### src/rtl/commit_ctrl_if.sv
// commit_ctrl_if: ROB head, store handshake and write-back signals between the ROB side and commit_ctrl.
interface commit_ctrl_if #(parameter int rob_index_bits = 4);
    logic                      head_valid;
    logic [4:0]                head_rd;
    logic [31:0]               head_data;
    logic                      head_is_store;
    logic                      head_mispredict;
    logic [31:0]               head_target;
    logic                      st_req;
    logic                      st_ack;
    logic                      rf_load;
    logic [4:0]                rf_idx;
    logic [31:0]               rf_data;
    logic [rob_index_bits-1:0] rob_head;
    logic                      rob_pop;
    logic                      flush;
    logic [31:0]               redirect_pc;
    logic [31:0]               commit_cnt;

    modport master (
        input  head_valid, head_rd, head_data, head_is_store, head_mispredict, head_target, st_ack,
        output st_req, rf_load, rf_idx, rf_data, rob_head, rob_pop, flush, redirect_pc, commit_cnt
    );
    modport slave (
        output head_valid, head_rd, head_data, head_is_store, head_mispredict, head_target, st_ack,
        input  st_req, rf_load, rf_idx, rf_data, rob_head, rob_pop, flush, redirect_pc, commit_cnt
    );
endinterface

### src/rtl/commit_ctrl.sv
// commit_ctrl: in-order ROB commit sequencer with store handshake and mispredict flush.
// COMMIT_PERF_CNT_EN enables the retired-instruction counter; otherwise commit_cnt is tied to 0.
module commit_ctrl #(
    parameter int rob_index_bits = 4
) (
    input logic          clk,
    input logic          rst,
    commit_ctrl_if.master cc_if
);
    typedef enum logic [1:0] {RUN, ST_WAIT, FLUSH} state_e;

    state_e                    state_q, state_d;
    logic [rob_index_bits-1:0] head_q, head_d;
    logic [31:0]               pc_q, pc_d;
    logic                      pop, load;

    always_ff @(posedge clk or posedge rst) begin
        if (rst) begin
            state_q <= RUN;
            head_q  <= '0;
            pc_q    <= '0;
        end else begin
            state_q <= state_d;
            head_q  <= head_d;
            pc_q    <= pc_d;
        end
    end

    always_comb begin
        state_d = state_q;
        pc_d    = pc_q;
        pop     = 1'b0;
        load    = 1'b0;
        case (state_q)
            RUN: if (cc_if.head_valid) begin
                if (cc_if.head_is_store) begin
                    state_d = ST_WAIT;
                end else begin
                    pop  = 1'b1;
                    load = cc_if.head_rd != 5'd0;
                    if (cc_if.head_mispredict) begin
                        pc_d    = cc_if.head_target;
                        state_d = FLUSH;
                    end
                end
            end
            ST_WAIT: if (cc_if.st_ack) begin
                pop     = 1'b1;
                state_d = RUN;
            end
            default: state_d = RUN;
        endcase
        head_d = head_q + rob_index_bits'(pop);
    end

    assign cc_if.rob_pop     = pop;
    assign cc_if.rf_load     = load;
    assign cc_if.rf_idx      = cc_if.head_rd;
    assign cc_if.rf_data     = cc_if.head_data;
    assign cc_if.rob_head    = head_q;
    assign cc_if.st_req      = state_q == ST_WAIT;
    assign cc_if.flush       = state_q == FLUSH;
    assign cc_if.redirect_pc = pc_q;

`ifdef COMMIT_PERF_CNT_EN
    logic [31:0] cnt_q;

    always_ff @(posedge clk or posedge rst) begin
        if (rst)      cnt_q <= '0;
        else if (pop) cnt_q <= cnt_q + 32'd1;
    end

    assign cc_if.commit_cnt = cnt_q;
`else
    assign cc_if.commit_cnt = 32'h0;
`endif
endmodule

### src/flat_wrapper.sv
// flat-port wrapper written by rule: the top's interface ports become plain ports
module commit_ctrl_flat 
#(
    parameter int rob_index_bits = 4
)
  (clk, rst, cc_if_head_valid, cc_if_head_rd, cc_if_head_data, cc_if_head_is_store, cc_if_head_mispredict, cc_if_head_target, cc_if_st_ack, cc_if_st_req, cc_if_rf_load, cc_if_rf_idx, cc_if_rf_data, cc_if_rob_head, cc_if_rob_pop, cc_if_flush, cc_if_redirect_pc, cc_if_commit_cnt);
  commit_ctrl_if #(.rob_index_bits(rob_index_bits)) cc_if_i ();
  input logic clk;
  input logic rst;
  input wire logic [$bits(cc_if_i.head_valid)-1:0] cc_if_head_valid;
  input wire logic [$bits(cc_if_i.head_rd)-1:0] cc_if_head_rd;
  input wire logic [$bits(cc_if_i.head_data)-1:0] cc_if_head_data;
  input wire logic [$bits(cc_if_i.head_is_store)-1:0] cc_if_head_is_store;
  input wire logic [$bits(cc_if_i.head_mispredict)-1:0] cc_if_head_mispredict;
  input wire logic [$bits(cc_if_i.head_target)-1:0] cc_if_head_target;
  input wire logic [$bits(cc_if_i.st_ack)-1:0] cc_if_st_ack;
  output wire logic [$bits(cc_if_i.st_req)-1:0] cc_if_st_req;
  output wire logic [$bits(cc_if_i.rf_load)-1:0] cc_if_rf_load;
  output wire logic [$bits(cc_if_i.rf_idx)-1:0] cc_if_rf_idx;
  output wire logic [$bits(cc_if_i.rf_data)-1:0] cc_if_rf_data;
  output wire logic [$bits(cc_if_i.rob_head)-1:0] cc_if_rob_head;
  output wire logic [$bits(cc_if_i.rob_pop)-1:0] cc_if_rob_pop;
  output wire logic [$bits(cc_if_i.flush)-1:0] cc_if_flush;
  output wire logic [$bits(cc_if_i.redirect_pc)-1:0] cc_if_redirect_pc;
  output wire logic [$bits(cc_if_i.commit_cnt)-1:0] cc_if_commit_cnt;
  assign cc_if_i.head_valid = cc_if_head_valid;
  assign cc_if_i.head_rd = cc_if_head_rd;
  assign cc_if_i.head_data = cc_if_head_data;
  assign cc_if_i.head_is_store = cc_if_head_is_store;
  assign cc_if_i.head_mispredict = cc_if_head_mispredict;
  assign cc_if_i.head_target = cc_if_head_target;
  assign cc_if_i.st_ack = cc_if_st_ack;
  assign cc_if_st_req = cc_if_i.st_req;
  assign cc_if_rf_load = cc_if_i.rf_load;
  assign cc_if_rf_idx = cc_if_i.rf_idx;
  assign cc_if_rf_data = cc_if_i.rf_data;
  assign cc_if_rob_head = cc_if_i.rob_head;
  assign cc_if_rob_pop = cc_if_i.rob_pop;
  assign cc_if_flush = cc_if_i.flush;
  assign cc_if_redirect_pc = cc_if_i.redirect_pc;
  assign cc_if_commit_cnt = cc_if_i.commit_cnt;
  commit_ctrl #(.rob_index_bits(rob_index_bits)) u_core (.clk(clk), .rst(rst), .cc_if(cc_if_i));
endmodule
### config.mk
export PLATFORM = sky130hd
export DESIGN_NAME = commit_ctrl_flat
export DESIGN_NICKNAME = d
export VERILOG_FILES = /design/src/rtl/commit_ctrl_if.sv /design/src/rtl/commit_ctrl.sv /design/src/flat_wrapper.sv
export SDC_FILE = /design/constraint.sdc
export NUM_CORES = 1
export LEC_CHECK = 0
export BUFFER_PORTS_ARGS = -buffer_cell sky130_fd_sc_hd__buf_2
export CORE_UTILIZATION = 34
export CTS_CLUSTER_DIAMETER = 50
export DETAILED_ROUTE_END_ITERATION = 10
export PLACE_DENSITY = 0.76
export SLEW_MARGIN = 20
export SYNTH_ARGS = -nofsm -noshare
export SYNTH_HDL_FRONTEND = slang
export SYNTH_SLANG_ARGS = --single-unit
### constraint.sdc
create_clock -name clk -period 1.7 [get_ports clk]
set_clock_uncertainty 0.2 [all_clocks]
set_input_delay 0.085 -clock clk [delete_from_list [all_inputs] [get_ports clk]]
set_output_delay 0.085 -clock clk [all_outputs]
set_load 0.01 [all_outputs]
==> summary.md <==
| Metric | Value |
|---|---|
| Initial core utilization | 35.50% |
| Worst setup margin | -78.95 ps |
| Violations in the final reports | setup timing |
| Global Route Usage Sum | between 10% and 20% |
| Routability Congestion | between 0.7 and 0.8 |
| DP HPWL | between 2000 and 3000 um |
| Layout-stage area growth over the synthesis result | 51.24% |
| Die Footprint | 6538 sq um |
| H-tree depth | 2 |
| Insertion delay of the later-clocked pin in the worst-skew pair | 290 ps |
| Category of the critical setup timing path | reg -> reg |
| Cell area after synthesis | about 2100 sq um |
| TritonCTS Sinks | 38 |
| Final core utilization | 53.70% |
| Vias after detailed routing | about 1500 |
| TritonCTS buffer count | 5 |
| Layout Nets | ~370 |
| TritonCTS clock tree | done |
| Total Power Consumption | about 0.0034 W |
| Crit path DAT | 1760 ps |
| Via/cell ratio | between 4 and 5 |
| Outcome | finished with violations |
| Via count of the first global-routing pass | around 1500 |
| Mean Syn Cell Area | around 13 sq um |
| Destination of the worst register-to-register timing path | u_core.cc_if.redirect_pc[21] |
| Std-Cell Core Area | ~6000 sq um |
| Deepest clock path buffer count | 2 |
| Syn Inst Count | 160 |
| Achievable frequency | 562.1 MHz |
| Wire length per cell after detailed routing | ~13 um |
| Yosys reg bits | 38 |
| Max Fanout on Critical Path | 10 |
| Endpoint of the most critical setup path | u_core.cc_if.redirect_pc[21] |
| Count of different cell masters after synthesis | 19 |
| Endpoint type of the worst setup path | flop |
| Vertical extent of the die | just over 80 um |
| Routed wire length | roughly 4900 um |
| Residual DRC count | 0 |
| Slew Limit Fails | 0 |
| Count of filler cells inserted in the layout | about 500 |
| Unrepaired setup endpoints after global routing | true |
| Yosys Warn Count | 0 |
| Number of antenna violations at the first check in global routing | 0 |
| R2R Setup Slk | -80 ps |
| CTS root buf | clkbuf_8 |
| Number of nets with antenna violations after detailed routing | 0 |
| Die width | roughly 81 um |
| Wire length of the first global-routing pass | approximately 6800 um |
| CP Launch Type | flop |
| Placed instance count | ~290 |
| Worst-case reg-to-reg path depth | 5 |
| Leak Pwr | roughly 1.7 nW |
| Start of the worst register-to-register path | u_core.state_q[0] |
| Non-filler cells in the finished layout | roughly 370 |
| Detailed Routing Iterations Pass 1 | 4 |
| Max-cap violation count | 0 |
| Required time at the endpoint of the critical path | between 1500 and 2000 ps |
| DRT iter0 DRCs | 9 |
| I/O pin cnt | roughly 180 |
| Most common cell after layout, fill and taps aside | buf_2 |
| Number of buffers inserted by port buffering | 87 |
| Hold violation total from the final report | 0 |
| Shortest period the worst path allows | ~1800 ps |
| Overflow after GRT | 0 |
| Type of the most critical hold path | in -> reg |
| PwrDens | 1056 nW/um^2 |
| Launching instance or port of the critical path | u_core.state_q[0] |
| Sequential cell area fraction in the yosys report | ~45% |
| Clock-pin transition on the worst setup and hold timing paths | approximately 80 ps |
| Largest net degree at the start of global routing | 39 |
| Share of layout cells above drive strength 1 | 48.80% |
| Worst VDD drop | between 0.5 and 0.6 mV |
| Fraction of the cycle the final worst path needs | 104.6% |
| Diodes inserted | 0 |
| Placement Rows | 28 |
| Endpoints failing setup | 34 |
| Highest-count cells in the layout ignoring fill and taps | buf_2, dlygate4sd3_1, dfrtp_1, conb_1, mux2_4 |
==> sequential cells by signal (all words and copies together) (netlist names) <==
name / flops
u_core.cc_if.rob_head: 4
u_core.state_q: 2
u_core.cc_if.redirect_pc: 32
==> area by class of cell <==
type | count | area [sq um] | area share (%)
Clock inverter | 3 | 68.82 | 2.152
Inverter | 2 | 7.507 | 0.2347
Sequential cell | 38 | 950.9 | 29.73
Tap cell | 75 | 93.84 | 2.934
Timing Repair Buffer | 164 | 1244 | 38.89
Multi-Input combinational cell | 79 | 764.5 | 23.90
Clock buffer | 5 | 68.82 | 2.152
==> metal layers <==
layer | up-vias | GRT usage (%) | share of wire [%]
li1 | 679 | - | -
met1 | 711 | 14.45 | 35
met2 | 100 | 25.97 | 56
met3 | 6 | 3.933 | 7.5
met4 | 0 | 5.179 | 1.3
met5 | - | 0 | 0
==> power by group <==
| group | switching, W | internal (W) | leakage (nW) | total, W |
|---|---|---|---|---|
| Combinational | 0.000466 | 0.000658 | 1.18 | 0.00112 |
| Sequential | 0.000179 | 0.00116 | 0.454 | 0.00134 |
| Clock | 0.000324 | 0.000588 | 0.0683 | 0.000912 |
==> stage by stage <==
stage	setup WS (ps)	TNS (ps)	hold WS (ps)	instance area [sq um]
after floorplan	27.82	0	33.50	2231
after global placement	25.78	0	-29.93	2271
final	-78.95	-1957	74.06	3198
after detailed placement	-38.16	-363.7	-29.93	2271
after CTS	-25.27	-84.47	41.23	3099
after global routing	-106.1	-3068	79.87	3198
==> cells in the mapped netlist (all sizes together) <==
library cell   n  area (sq um)
a21o           1         7.510
buf           72         551.8
conb           1         3.750
dfrtp         38         950.9
ha             2         25.02
inv            2         7.510
mux2          33         480.5
nand2          2         10.01
nand3          1         5.000
nor2           1         3.750
nor2b          2         12.51
nor4b          1         23.77
o21a           1         7.510
or4            1         7.510
xnor2          1         8.760
xor2           1         8.760
==> critical path: stages, from the launching register on <==
cell and delay (ps):
dfrtp_1 420, nor4b_4 290, buf_4 190, nand2_8 80, clkbuf_16 180, mux2_4 300
==> worst min-delay path by stage <==
stage | start | to | slack, ps | cells past startpoint
final | cc_if_head_mispredict | u_core.state_q[1] | 70 | 4
after global routing | cc_if_head_mispredict | u_core.state_q[1] | 80 | 4
after floorplan | cc_if_head_target[0] | u_core.cc_if.redirect_pc[0] | 30 | 1
after detailed placement | cc_if_head_data[17] | cc_if_rf_data[17] | -30 | 0
after CTS | cc_if_head_mispredict | u_core.state_q[1] | 40 | 4
after global placement | cc_if_head_data[17] | cc_if_rf_data[17] | -30 | 0
==> repair_timing <==
item / in CTS / in global routing
gates cloned: 0 / 2
pin swaps: 3 / 1
hold endpoints to repair: 104 / 0
endpoints found under the setup margin: 36 / 36
buffers inserted: 1 / 1
hold buffers: 68 / 0
resized for setup: 1 / 5
==> logic make-up after synthesis <==
kind of cell	synth area share [%]
buffers and inverters	26.45
DFF	44.97
muxes	22.72
and+or+nand+nor	2.958
adders and majority gates	1.183
AOI/OAI and AO/OA	0.7103
xor gates and xnor gates	0.8286
other	0.1773
No activity file was read; power rests on OpenSTA's default activity.
